===== src/rtl/dmem_arbiter.sv =====
// dmem_arbiter: round-robin arbiter sharing one single-port synchronous
// data memory among NUM_CORES requesting cores.
// Each transfer is IDLE (sample/grant) -> ACCESS (memory port driven) -> RESP (ack).
// Optional build macro DMEM_ARB_GRANT_CNT_EN adds one saturating 16-bit
// grant counter per core on output grant_cnt.
module dmem_arbiter #(
    parameter int NUM_CORES  = 4,
    parameter int ADDR_WIDTH = 8,
    parameter int DATA_WIDTH = 8
) (
    input  logic                            clk,
    input  logic                            reset,
    input  logic [NUM_CORES-1:0]            req,
    input  logic [NUM_CORES-1:0]            we,
    input  logic [NUM_CORES*ADDR_WIDTH-1:0] addr,
    input  logic [NUM_CORES*DATA_WIDTH-1:0] wdata,
    output logic [NUM_CORES-1:0]            ack,
    output logic [DATA_WIDTH-1:0]           rdata,
    output logic [ADDR_WIDTH-1:0]           mem_addr,
    output logic [DATA_WIDTH-1:0]           mem_wdata,
    output logic                            mem_we,
    input  logic [DATA_WIDTH-1:0]           mem_rdata,
    output logic                            busy
`ifdef DMEM_ARB_GRANT_CNT_EN
    ,
    output logic [NUM_CORES*16-1:0]         grant_cnt
`endif
);

    localparam int PTR_W = $clog2(NUM_CORES);

    typedef enum logic [1:0] {IDLE, ACCESS, RESP} state_t;

    // Request captured at grant time; later input changes do not affect it.
    typedef struct packed {
        logic [PTR_W-1:0]      id;
        logic                  we;
        logic [ADDR_WIDTH-1:0] addr;
        logic [DATA_WIDTH-1:0] wdata;
    } xfer_t;

    state_t                state, state_n;
    xfer_t                 xfer;
    logic [PTR_W-1:0]      rr_ptr;
    logic [PTR_W-1:0]      win;
    logic [PTR_W:0]        idx;
    logic                  any_req;
    logic                  grant;
    logic [DATA_WIDTH-1:0] rdata_q;

    // Winner search: first set req starting at rr_ptr, wrapping; lowest offset wins.
    always_comb begin
        any_req = |req;
        win     = rr_ptr;
        idx     = '0;
        for (int k = NUM_CORES - 1; k >= 0; k--) begin
            idx = {1'b0, rr_ptr} + (PTR_W+1)'(k);
            if (idx >= (PTR_W+1)'(NUM_CORES))
                idx = idx - (PTR_W+1)'(NUM_CORES);
            if (req[idx[PTR_W-1:0]])
                win = idx[PTR_W-1:0];
        end
    end

    // State register.
    always_ff @(posedge clk) begin
        if (!reset)
            state <= IDLE;
        else
            state <= state_n;
    end

    // Next-state logic; grant fires on the IDLE cycle that sees a request.
    always_comb begin
        state_n = state;
        grant   = 1'b0;
        case (state)
            IDLE: begin
                if (any_req) begin
                    grant   = 1'b1;
                    state_n = ACCESS;
                end
            end
            ACCESS:  state_n = RESP;
            RESP:    state_n = IDLE;
            default: state_n = IDLE;
        endcase
    end

    // Transfer latch, round-robin pointer and held read data.
    always_ff @(posedge clk) begin
        if (!reset) begin
            xfer    <= '0;
            rr_ptr  <= '0;
            rdata_q <= '0;
        end else begin
            if (grant) begin
                xfer.id    <= win;
                xfer.we    <= we[win];
                xfer.addr  <= addr[int'(win)*ADDR_WIDTH +: ADDR_WIDTH];
                xfer.wdata <= wdata[int'(win)*DATA_WIDTH +: DATA_WIDTH];
            end
            if (state == RESP) begin
                rr_ptr <= (xfer.id == PTR_W'(NUM_CORES - 1)) ? '0 : xfer.id + 1'b1;
                if (!xfer.we)
                    rdata_q <= mem_rdata;
            end
        end
    end

    // Memory port follows the latch, so it holds its last values outside ACCESS.
    // Reset gates mem_we and ack in the cycle it is asserted so an aborted
    // transfer neither writes nor acknowledges.
    assign mem_addr  = xfer.addr;
    assign mem_wdata = xfer.wdata;
    assign mem_we    = (state == ACCESS) && xfer.we && reset;
    assign ack       = (state == RESP && reset) ? (NUM_CORES'(1) << xfer.id) : '0;
    assign busy      = (state != IDLE);
    // Synchronous memory returns data in RESP; pass it straight through for reads.
    assign rdata     = (state == RESP && !xfer.we) ? mem_rdata : rdata_q;

`ifdef DMEM_ARB_GRANT_CNT_EN
    for (genvar i = 0; i < NUM_CORES; i++) begin : g_cnt
        logic [15:0] cnt;
        // Per-core saturating count of completed transfers.
        always_ff @(posedge clk) begin
            if (!reset)
                cnt <= '0;
            else if (ack[i] && cnt != 16'hFFFF)
                cnt <= cnt + 16'd1;
        end
        assign grant_cnt[i*16 +: 16] = cnt;
    end
`endif

endmodule


===== config.mk =====
export PLATFORM = sky130hd
export DESIGN_NAME = dmem_arbiter
export DESIGN_NICKNAME = d
export VERILOG_FILES = /design/src/rtl/dmem_arbiter.sv
export SDC_FILE = /design/constraint.sdc
export NUM_CORES = 1
export LEC_CHECK = 0
export CAP_MARGIN = 30
export CORE_MARGIN = 3
export CORE_UTILIZATION = 41
export DETAILED_ROUTE_END_ITERATION = 10
export PLACE_DENSITY = 0.86
export SYNTH_ARGS = -nofsm -noshare
export SYNTH_HDL_FRONTEND = slang
export SYNTH_SLANG_ARGS = --single-unit

===== constraint.sdc =====
create_clock -name clk -period 3.1 [get_ports clk]
set_input_delay 0.62 -clock clk [delete_from_list [all_inputs] [get_ports clk]]
set_output_delay 0.62 -clock clk [all_outputs]
set_load 0.005 [all_outputs]

==> impl_metrics.tcl <==
set metrics [dict create \
    dr.pass1.iters 6 \
    end_kind "output pin" \
    row_count 24 \
    syn2layout_area_growth_pct 57.7 \
    syn-num-nets 273 \
    synth_flop_cell "dfxtp_1" \
    dp_hpwl_mm 4.05 \
    reg2reg_from "state[0]" \
    crit_chain "clkdlybuf4s50_1 > buf_4 > and3_1 > clkdlybuf4s50_1" \
    synthAdderAreaFrac 0.0262 \
    total_power_mw 1.14 \
    synth_edf_count 0 \
    startpoint_type "input port" \
    dp_slack_ns 0.486 \
    synthArstFlopShare 0 \
    antenna_cells 0 \
    setup-tns-final_ns 0 \
    vias 1703 \
    synth.avg_cell_area_sq_um 10.2 \
    port_buffers 111 \
    crit_slowest_cell "clkdlybuf4s50_1" \
    cap_violations 0 \
    worst_path_largest_cell_delay_ns 0.52 \
    syn_area_sq_um 1910 \
    numCtsBuffers 5 \
    timing.rr.end "mem_addr[2]" \
    hold_violations 0 \
    power_density_nw_per_um2 380 \
    core_sq_um 4410 \
    hp-start "mem_wdata[5]" \
    antenna_found_initial 0 \
    worstPathArrival_ns 1.99 \
    synth-seq-cells 31 \
    grt_pass1_wl_mm 7.65 \
    path_class "in2out" \
    hold-worst-slack_ns 0.460 \
    hold_buffers 0 \
    cp_data_required_time_ns 2.48 \
    synthCells 187 \
    fin_util 0.683 \
    cts_tree "built" \
    wirelength_mm 5.05 \
    synth-simple-area-share 0.153 \
    wl_per_cell_um 14.9 \
    slew_headroom 0.695 \
    post-cts-setup-buffers 0 \
    cp_common_cell "clkdlybuf4s50_1" \
    place_area_sq_um 2930 \
    fmax_mhz 383 \
    grt_pass1_vias 1713 \
    layout.cells.non_filler 338 \
    fin_crit_sh 0.842 \
    p_leak_nw 1.18 \
    slew_violations 0 \
    cts_resized 0 \
    clock-sinks 31 \
    synth_top_family_by_area "multiplexers" \
    finalSetupViolCount 0 \
    yosys.area_share.xor_xnor 0 \
    reg2reg_depth 5 \
    grt_usage 0.181 \
    place.gp.congestion 0.783 \
    min_path_type "reg2reg" \
    dieArea_sq_um 5520 \
    clkTransAtPathRegs_ns 0.06 \
    synth_cell_types 35 \
    fin_area_sq_um 3010 \
    start_util 0.433 \
    yosysWarningCount 0 \
    root_buffer "clkbuf_8" \
    drive_above_1_share 0.122 \
    hold_depth 2 \
    dp.cells 330 \
    tightest_slew_ns 0.456 \
    reg2reg_slack_ns 1.34 \
    die_h_um 74.3 \
    die_x_um 74.3 \
    min_to "mem_wdata[5]" \
    final_nets 371 \
    avgViaCountPerCell 5.04 \
    drt_first_iter_violations 34 \
    synthMuxAreaShare 0.236 \
    fin_skew_ns 0.00218 \
    grt_max_degree 36 \
    fin_crit_ns 2.61 \
    drc_errors 0 \
    insertion_delay_ns 0.28 \
    h-tree-depth 2 \
    ioPinCount 112 \
    antenna_left 0 \
    cp_max_fo 11 \
    seq_area_frac_synth 0.325 \
    synth_compound_area_frac 0.143 \
    rsz0062_at_grt "no" \
    status "finished clean" \
    ir_drop_uv 312 \
    clockBufferDepth 2 \
    setup_ws_ns 0.491 \
    gr-total-overflow 0 \
]
## power by group
part / total (mW) / leakage [nW] / switching, mW / internal [mW]
Combinational: 0.380 / 0.888 / 0.135 / 0.245
Sequential: 0.461 / 0.255 / 0.0224 / 0.439
Clock: 0.302 / 0.0422 / 0.145 / 0.157
Total: 1.14 / 1.18 / 0.303 / 0.841
## sequential cells by signal, indices dropped and copies added, names as in the netlist
register and cells:
rr_ptr 2, rdata_q 8, state 2, mem_addr 8, mem_wdata 8, xfer 3
## layout make-up
cell class	count	area (sq um)
multi-input combinational	127	1070
clock buffer	7	76.3
tap	52	65.1
fill	368	1400
timing repair buffer	117	1170
inverter	3	11.3
sequential	31	621
clock inverter	1	5.00
## critical path, delay by kind of cell
kind | cells | cell delay [ns]
buffers and inverters | 3 | 1.20
and+or+nand+nor | 1 | 0.17
## synthesized netlist by cell type (all sizes together), types with 2 or more instances
cell / count / area, sq um
nand2: 20 / 77.6
ha: 4 / 50.1
inv: 3 / 11.3
nand2b: 4 / 35.0
mux2i: 36 / 360
dfxtp: 31 / 621
nor2: 5 / 18.8
buf: 24 / 205
nor3: 2 / 10.0
mux2: 8 / 90.1
clkbuf: 2 / 7.51
and3: 4 / 25.0
and2: 10 / 65.1
nor2b: 5 / 31.3
o221ai: 17 / 211
## layout by cell type, fill, tap and decap left out, drive strengths merged
| cell | n |
|---|---|
| a21oi | 1 |
| o311a | 1 |
| a21o | 1 |
| or2 | 1 |
| o21a | 1 |
| o221ai | 17 |
| and3 | 4 |
| and3b | 1 |
| inv | 3 |
| clkinv | 1 |
| nor2 | 5 |
| clkbuf | 7 |
| nor3 | 2 |
| dfxtp | 31 |
| o22a | 1 |
| a21boi | 1 |
| and2b | 1 |
| ha | 4 |
| nand2 | 20 |
| nor4 | 1 |
| mux2 | 8 |
| buf | 6 |
| a221o | 1 |
| nand2b | 4 |
| o21ai | 1 |
| mux2i | 36 |
| clkdlybuf4s50 | 111 |
| and2 | 10 |
| nor2b | 5 |
## routing by layer
layer | vias to the layer above | share of wire | global-route usage
met5 | - | 0 | 0
met4 | 0 | 0.014 | 0.0613
met3 | 8 | 0.11 | 0.0581
met2 | 74 | 0.50 | 0.329
met1 | 772 | 0.38 | 0.197
li1 | 849 | - | -
## worst max path at each step
stage               cells after the start           to  slack [ns]  startpoint
floorplan                               7  mem_addr[6]        1.20      req[2]
global placement                        4       ack[1]        0.54       reset
detailed placement                      4       ack[2]        0.49       reset
CTS                                     4       ack[2]        0.48       reset
global route                            4       ack[2]        0.44       reset
finish                                  4       ack[2]        0.49       reset
## cells by family after synthesis
family,Yosys count
AND/OR/NAND/NOR,54
multiplexers,44
flip-flops,31
buffers and inverters,29
AO/OA/AOI/OAI,25
adder cells (fa/ha/maj),4
(Power assumes the default switching activity.)
